`src/rtl/word_deserializer.sv`:
```
// word_deserializer: rebuilds 12-bit words from a 1-bit serial stream framed by
// a new_word strobe. Optional stride-based bit descrambling, a one-entry output
// buffer with ready/valid handshake, a sticky overrun flag and a saturating
// count of truncated (resynchronised) words.
module word_deserializer #(
   parameter int unsigned PERM_STEP = 7
) (
   input  logic        clk,
   input  logic        rst,
   input  logic        ser_in,
   input  logic        new_word,
   input  logic        scr_en,
   input  logic        word_ready,
   input  logic        clr,
   output logic [11:0] word_out,
   output logic        word_valid,
   output logic        overrun,
   output logic [7:0]  frame_err_cnt
);

   typedef enum logic [0:0] {
      IDLE    = 1'b0,
      COLLECT = 1'b1
   } state_t;

   state_t      r_state, w_state_nxt;
   logic [3:0]  r_cnt, w_cnt_nxt;
   logic        r_scr, w_scr_nxt;
   logic [11:0] r_acc, w_acc_nxt;
   logic [11:0] r_word_out;
   logic        r_word_valid;
   logic        r_overrun;
   logic [7:0]  r_frame_err_cnt;

   logic        w_start;
   logic        w_resync;
   logic        w_capture;
   logic        w_done;
   logic [3:0]  w_pos;
   logic        w_pos_scr;
   logic [3:0]  w_bit_idx;

   // Word bit loaded by a serial position: identity, or (PERM_STEP*pos) mod 12.
   function automatic logic [3:0] f_map(input logic [3:0] pos, input logic scr);
      int unsigned v;
      if (scr) begin
         v = (PERM_STEP * 32'(pos)) % 12;
         return 4'(v);
      end
      return pos;
   endfunction

   // State, bit counter, latched scramble mode and partial word.
   always_ff @(posedge clk or negedge rst) begin
      if (!rst) begin
         r_state <= IDLE;
         r_cnt   <= '0;
         r_scr   <= 1'b0;
         r_acc   <= '0;
      end else begin
         r_state <= w_state_nxt;
         r_cnt   <= w_cnt_nxt;
         r_scr   <= w_scr_nxt;
         r_acc   <= w_acc_nxt;
      end
   end

   // Next-state logic: framing, position tracking and bit placement.
   always_comb begin
      w_state_nxt = r_state;
      w_cnt_nxt   = r_cnt;
      w_scr_nxt   = r_scr;
      w_acc_nxt   = r_acc;
      w_start     = 1'b0;
      w_resync    = 1'b0;
      w_capture   = 1'b0;
      w_done      = 1'b0;
      w_pos       = r_cnt;
      w_pos_scr   = r_scr;

      case (r_state)
         IDLE: begin
            if (new_word) begin
               w_start = 1'b1;
            end
         end
         COLLECT: begin
            if (new_word) begin
               // Strobe inside a word: drop the partial word and restart at position 0.
               w_resync = 1'b1;
            end else begin
               w_capture = 1'b1;
               if (r_cnt == 4'd11) begin
                  w_done      = 1'b1;
                  w_state_nxt = IDLE;
                  w_cnt_nxt   = '0;
               end else begin
                  w_cnt_nxt = r_cnt + 4'd1;
               end
            end
         end
         default: begin
            w_state_nxt = IDLE;
            w_cnt_nxt   = '0;
         end
      endcase

      if (w_start || w_resync) begin
         w_pos       = '0;
         w_pos_scr   = scr_en;
         w_scr_nxt   = scr_en;
         w_cnt_nxt   = 4'd1;
         w_state_nxt = COLLECT;
         w_acc_nxt   = '0;
      end

      w_bit_idx = f_map(w_pos, w_pos_scr);
      if (w_start || w_resync || w_capture) begin
         for (int unsigned i = 0; i < 12; i++) begin
            if (w_bit_idx == 4'(i)) begin
               w_acc_nxt[i] = ser_in;
            end
         end
      end
   end

   // One-entry output buffer: load on completion when free or being drained.
   always_ff @(posedge clk or negedge rst) begin
      if (!rst) begin
         r_word_out   <= '0;
         r_word_valid <= 1'b0;
      end else if (w_done && (!r_word_valid || word_ready)) begin
         r_word_out   <= w_acc_nxt;
         r_word_valid <= 1'b1;
      end else if (r_word_valid && word_ready) begin
         r_word_valid <= 1'b0;
      end
   end

   // Sticky overrun and saturating frame error count; clr overrides events.
   always_ff @(posedge clk or negedge rst) begin
      if (!rst) begin
         r_overrun       <= 1'b0;
         r_frame_err_cnt <= '0;
      end else if (clr) begin
         r_overrun       <= 1'b0;
         r_frame_err_cnt <= '0;
      end else begin
         if (w_done && r_word_valid && !word_ready) begin
            r_overrun <= 1'b1;
         end
         if (w_resync && (r_frame_err_cnt != 8'hFF)) begin
            r_frame_err_cnt <= r_frame_err_cnt + 8'd1;
         end
      end
   end

   assign word_out      = r_word_out;
   assign word_valid    = r_word_valid;
   assign overrun       = r_overrun;
   assign frame_err_cnt = r_frame_err_cnt;

endmodule

```
`config.mk`:
```
export PLATFORM = sky130hd
export DESIGN_NAME = word_deserializer
export DESIGN_NICKNAME = d
export VERILOG_FILES = /design/src/rtl/word_deserializer.sv
export SDC_FILE = /design/constraint.sdc
export NUM_CORES = 1
export LEC_CHECK = 0
export CAP_MARGIN = 20
export CORE_ASPECT_RATIO = 0.5
export CORE_MARGIN = 3
export CORE_UTILIZATION = 56
export CTS_CLUSTER_SIZE = 14
export DETAILED_ROUTE_END_ITERATION = 10
export PLACE_DENSITY = 0.8
export SLEW_MARGIN = 20
export SYNTH_ARGS = -nofsm -noshare
export SYNTH_HDL_FRONTEND = slang
export SYNTH_SLANG_ARGS = --single-unit
```
`constraint.sdc`:
```
create_clock -name clk -period 5.7 [get_ports clk]
set_input_delay 0.855 -clock clk [delete_from_list [all_inputs] [get_ports clk]]
set_output_delay 0.855 -clock clk [all_outputs]
set_load 0.03 [all_outputs]
```
* Word-level counts from Yosys, hierarchy flattened
Index checks and enable logic that the tools add are counted.
** Storage, ports and cells
- Bits in registers :: 40
- Bits of input ports :: 7
- Output and inout bits :: 22
** Cells by class
- Add/sub/neg operators :: 2
- Multiply operators :: 1
- Div/mod/pow operators :: 1
- Equal/unequal tests :: 14
- Multiplexer cells :: 41
- Reduce and logical (&&, ||, !) cells :: 16
** Operators with widths (number)
- $mod A7 B4 Y32 const B :: 1
- $mux W1 :: 30
- $mux W4 :: 7
- $mux W12 :: 2
- $eq A4 B4 Y1 const B :: 5
- $eq A4 B3 Y1 const B :: 4
- $mux W8 :: 2
- $add A8 B1 Y8 const B :: 1
- $eq A4 B2 Y1 const B :: 2
- $ne A8 B8 Y1 const B :: 1
- $reduce_bool A2 Y1 :: 4
- $mul A3 B4 Y7 const A :: 1
- $logic_and A1 B1 Y1 :: 5
- $add A4 B1 Y4 const B :: 1
- $eq A4 B1 Y1 const B :: 1
- $logic_not A4 Y1 :: 1
- $logic_or A1 B1 Y1 :: 3
- $logic_not A1 Y1 :: 2
- $ne A2 B1 Y1 const B :: 1
- $reduce_and A2 Y1 :: 1

* Longest topological paths before layout
- Depth in word-level cells :: 11
- Gate-level depth with buffers :: 21
- Gate-level depth less buffers :: 19

* Worst setup path after synthesis
No wires, ideal clock.
- Path type :: input-to-reg
- From :: in new_word
- To :: reg r_word_out[11] (netlist: word_out[11])
- Data arrival time :: 4731 ps
- Data required time :: 5579 ps
- Path slack :: 847 ps
- Stages on the path :: 19
- Path buffers :: 3
- Cell sequence :: clkbuf_1 > clkbuf_1 > nor2_1 > ha_1 > a21o_1 > ha_1 > nor2b_1 > o21a_1 > nor2_1 > inv_1 > ha_1 > nor4_1 > o22ai_1 > a21boi_4 > or3_1 > a32o_1 > buf_2 > o311a_1 > o22a_1
** Between the ends
- Cells in the longest elaborated chain, start to end :: 11
- Elaborated cells on any way between the ends :: 21
** RTL lines
- from (decl) :: RTL line 11 : input logic new_word,
- $mux W1 :: RTL line 83, 88
- $mux W1 :: RTL line 81 : case (r_state)
- $logic_or A1 B1 Y1 :: RTL line 108, 118
- $mux W4 :: RTL line 108 : if (w_start || w_resync) begin
- $mul A3 B4 Y7 :: RTL line 47 : v = (PERM_STEP * 32'(pos)) % 12;
- $mod A7 B4 Y32 :: RTL line 47
- $mux W4 :: RTL line 46 : if (scr) begin
- $mux W4 :: RTL line 50 : return pos;
- $eq A4 B4 Y1 :: RTL line 120 : if (w_bit_idx == 4'(i)) begin
- $mux W1 :: RTL line 120
- $mux W12 :: RTL line 118 : if (w_start || w_resync || w_capture) begin
- to (signal assigned) :: RTL line 133 : r_word_out <= w_acc_nxt;
- to (decl) :: RTL line 30 : logic [11:0] r_word_out;
Several ways; a longest one is shown, not always the timed one. The select of a mux whose other input is x is not followed.
A chain may end at the register's enable or synchronous reset.

* Worst setup path in the final report
- From :: in new_word
- To :: reg r_word_out[10] (netlist: word_out[10])
The elaborated chain is that of the path after synthesis.

==> out/summary.json <==
{
  "outcome": {"value": "finished clean"},
  "clk_path_buf_depth": {"value": 2},
  "crit_start": {"value": "new_word"},
  "top_delay_family_on_crit_path": {"value": "simple AND/OR/NAND/NOR gates"},
  "fin_skew": {"value": 0.003050, "unit": "ns"},
  "antenna_found_initial": {"value": 0},
  "io_buffers": {"value": 28},
  "cts_post_setup_buffers_inserted": {"value": 0},
  "routed_via_density": {"value": 6.243},
  "cts.htree.levels": {"value": 2},
  "number_of_enable_type_register_cells_in_the_synthesized_netlist": {"value": 0},
  "ant_diodes": {"value": 0},
  "max_freq": {"value": 0.1935, "unit": "GHz"},
  "critical_path.endpoint": {"value": "word_out[10]"},
  "timing.final.crit_period": {"value": 5.169, "unit": "ns"},
  "drt_pre_antenna_iters": {"value": 4},
  "grt_pass1_wl": {"value": 9791, "unit": "um"},
  "most_frequent_cell_after_synthesis": {"value": "sky130_fd_sc_hd__dfrtp_1"},
  "synth-seq-area-share": {"value": 39.55, "unit": "%"},
  "slew-limit-headroom": {"value": 27.39, "unit": "%"},
  "initial_drt_markers": {"value": 146},
  "die_area": {"value": 5412, "unit": "um^2"},
  "max-cap-violations": {"value": 0},
  "power-per-cell-area": {"value": 304.4, "unit": "nW/um^2"},
  "reg2reg_from": {"value": "r_cnt[1]"},
  "crit_slowest_cell": {"value": "sky130_fd_sc_hd__clkdlybuf4s50_1"},
  "area_share_of_the_leading_cell_type_in_the_synthesized_netlist": {"value": 39.55, "unit": "%"},
  "reg2reg_setup_slack": {"value": 1.09, "unit": "ns"},
  "layout-drive-gt1-share": {"value": 8.784, "unit": "%"},
  "cts_tree": {"value": "yes"},
  "vias": {"value": 2185},
  "synth_top_cells_by_count": {"value": "40 x sky130_fd_sc_hd__dfrtp_1, 22 x sky130_fd_sc_hd__nor2_1, 16 x sky130_fd_sc_hd__nand2_1"},
  "slowest_delay": {"value": 0.56, "unit": "ns"},
  "globalplace.congestion": {"value": 0.8241},
  "maxSlewViolCount": {"value": 0},
  "cts_hold_repair.buffers": {"value": 0},
  "syn-num-nets": {"value": 286},
  "worstPathBufferInverterCount": {"value": 2},
  "synth.top_cells.by_area": {"value": "sky130_fd_sc_hd__dfrtp_1 40%, sky130_fd_sc_hd__ha_1 4.4%, sky130_fd_sc_hd__nor2_1 3.3%"},
  "fin_crit_sh": {"value": 90.68, "unit": "%"},
  "grt_usage": {"value": 23.52, "unit": "%"},
  "effective_utilization_at_floorplan": {"value": 61.38, "unit": "%"},
  "critPathLaunchType": {"value": "input pin"},
  "design.portCount": {"value": 29},
  "crit_required": {"value": 5.92, "unit": "ns"},
  "first_global_vias": {"value": 2011},
  "setup_viol": {"value": 0},
  "synth_area_per_cell": {"value": 9.410, "unit": "um^2"},
  "cp.arrival": {"value": 5.39, "unit": "ns"},
  "path_class": {"value": "input pin to register"},
  "floorplan.core_area": {"value": 4124, "unit": "um^2"},
  "clock_insertion_delay_worst_skew": {"value": 0.30, "unit": "ns"},
  "critical_path.endpoint_type": {"value": "register"},
  "cts_buffers": {"value": 5},
  "grt_max_degree": {"value": 41},
  "crit_chain": {"value": "clkdlybuf4s50_1 > nor2b_1 > ha_1 > ha_1 > nor2b_1 > o21a_1 > nor2_1 > inv_1 > ha_1 > nor4_1 > o22ai_1 > a21boi_4 > or3_1 > a32o_1 > or4_1 > a31oi_1"},
  "tns": {"value": 0, "unit": "ns"},
  "wirelength": {"value": 5790, "unit": "um"},
  "dpl.hpwl": {"value": 4226, "unit": "um"},
  "power.ir.vdd_worst": {"value": 0.1686, "unit": "mV"},
  "asyncSetResetFlopFracSynth": {"value": 100.0, "unit": "%"},
  "route.detailed.drc": {"value": 0},
  "synth_top_area_cell": {"value": "sky130_fd_sc_hd__dfrtp_1"},
  "synthFlopType": {"value": "sky130_fd_sc_hd__dfrtp_1"},
  "synthCells": {"value": 269},
  "synth.lib_cells_used.distinct": {"value": 59},
  "placementRows": {"value": 16},
  "crit_fanout": {"value": 11},
  "clk_tree_root_cell": {"value": "sky130_fd_sc_hd__clkbuf_8"},
  "gr-total-overflow": {"value": 0},
  "worst-r2r-cell-count": {"value": 17},
  "synth_area": {"value": 2531, "unit": "um^2"},
  "tightest_slew": {"value": 1.087, "unit": "ns"},
  "cts.clk_slew.worst_paths": {"value": 0.07, "unit": "ns"},
  "cp_num_cells": {"value": 16},
  "hold_viol_final": {"value": 0},
  "die_w": {"value": 101.1, "unit": "um"},
  "rsz0062_at_grt": {"value": "no"},
  "wl_per_cell": {"value": 16.54, "unit": "um"},
  "worstReg2RegEnd": {"value": "word_out[10]"},
  "cells_resized_by_post_cts_repair": {"value": 0},
  "synth_seq_cells": {"value": 40},
  "fp.dieH": {"value": 53.54, "unit": "um"},
  "total_leakage_power": {"value": 1.361, "unit": "nW"},
  "route.antenna.remaining_nets": {"value": 0},
  "synthToLayoutAreaGrowth": {"value": 17.65, "unit": "%"},
  "yosysWarnings": {"value": 0},
  "most_frequent_cp_cell": {"value": "sky130_fd_sc_hd__ha_1"},
  "power": {"value": 0.0009064, "unit": "W"},
  "nets": {"value": 313},
  "hold_class": {"value": "register to register"},
  "clock_sink_count": {"value": 40}
}
[cell families (layout without fill, tap and decap cells)]
| logic type | count (synthesis) | count (layout) | synth area share, % |
|---|---|---|---|
| XOR/XNOR | 10 | 10 | 3.460 |
| multiplexers | 6 | 6 | 2.521 |
| adder cells (fa/ha/maj) | 10 | 10 | 5.240 |
| AND/OR/NAND/NOR | 111 | 111 | 23.78 |
| buffers and inverters | 25 | 52 | 4.103 |
| AO/OA/AOI/OAI | 67 | 67 | 21.36 |
| flip-flops | 40 | 40 | 39.55 |
[worst register-to-register path: cells and delay by family, from the launching register on]
family	cells	cell delay [ns]
XOR/XNOR	1	0.29
adder cells (fa/ha/maj)	3	0.82
buffers and inverters	1	0.08
flip-flops	1	0.55
AND/OR/NAND/NOR	6	1.46
AO/OA/AOI/OAI	6	1.33
[layout by cell type, fill, tap and decap left out, types with 4 or more instances in the layout]
cell | netlist | layout
sky130_fd_sc_hd__dfrtp_1 | 40 | 40
sky130_fd_sc_hd__clkdlybuf4s50_1 | 0 | 27
sky130_fd_sc_hd__nor2_1 | 22 | 22
sky130_fd_sc_hd__nand2_1 | 16 | 16
sky130_fd_sc_hd__inv_1 | 13 | 13
sky130_fd_sc_hd__nor2b_1 | 12 | 12
sky130_fd_sc_hd__nor3_1 | 11 | 11
sky130_fd_sc_hd__a21oi_1 | 9 | 9
sky130_fd_sc_hd__ha_1 | 9 | 9
sky130_fd_sc_hd__nand2b_1 | 8 | 8
sky130_fd_sc_hd__o21ai_0 | 7 | 7
sky130_fd_sc_hd__nand4_1 | 7 | 7
sky130_fd_sc_hd__nand3_1 | 6 | 6
sky130_fd_sc_hd__a21o_1 | 6 | 6
sky130_fd_sc_hd__nor4_1 | 6 | 6
sky130_fd_sc_hd__o311a_1 | 6 | 6
sky130_fd_sc_hd__xor2_1 | 6 | 6
sky130_fd_sc_hd__a211o_1 | 5 | 5
sky130_fd_sc_hd__or3_1 | 5 | 5
sky130_fd_sc_hd__o31a_1 | 5 | 5
sky130_fd_sc_hd__clkbuf_8 | 0 | 5
sky130_fd_sc_hd__xnor2_1 | 4 | 4
sky130_fd_sc_hd__o22a_1 | 4 | 4
sky130_fd_sc_hd__buf_4 | 0 | 4
[report_power, final]
group	internal (W)	total, W	switching [W]
registers	0.000314	0.000337	0.0000228
clock network	0.000172	0.000272	0.0000998
logic	0.000119	0.000297	0.000178
total	0.000606	0.000906	0.000301
[registers in the layout, indices dropped and copies added (netlist names)]
register	flops
r_scr	1
r_acc	12
overrun	1
word_valid	1
frame_err_cnt	8
word_out	12
r_state	1
r_cnt	4
[through the flow]
step / instance area [um^2] / worst slack [ns] / hold slack, ns / util [%] / cells
floorplan: 2531 / 0.8475 / 0.5000 / - / 269
global placement: 2849 / 0.4172 / 0.4782 / 69.08 / 343
detailed placement: 2849 / 0.2598 / 0.4784 / 69.08 / 343
CTS: 2978 / 0.5551 / 0.4975 / 72.21 / 350
global route: 2978 / 0.1329 / 0.5281 / 72.21 / 350
finish: 2978 / 0.5314 / 0.4913 / 72.21 / 350
[how the worst min path moves through the flow]
stage,start,slack (ns),cells past startpoint,end
after floorplan,r_acc[10],0.50,2,r_acc[10]
after global placement,word_out[4],0.48,1,word_out[4]
after detailed placement,word_out[5],0.48,1,word_out[5]
after CTS,word_out[5],0.50,1,word_out[5]
after global routing,word_out[5],0.53,1,word_out[5]
final,word_out[5],0.49,1,word_out[5]
[layout make-up]
class                      count  area (um^2)
clock buffer                   5        68.82
clock inverter                 2        60.06
fill                         312         1146
inverter                      13        48.80
multi-input combinational    204         1426
sequential                    40         1001
tap                           54        67.56
timing repair buffer          32        305.3
[per-layer routing]
metal  wire length (um)  vias to the layer above  global-route usage (%)
met5                  0                        -                       0
met4                 49                        0                   5.519
met3                336                        6                   5.304
met2               2484                       68                   35.28
met1               2919                     1064                   34.84
li1                   -                     1047                       -
No activity file was read; power rests on OpenSTA's default activity.
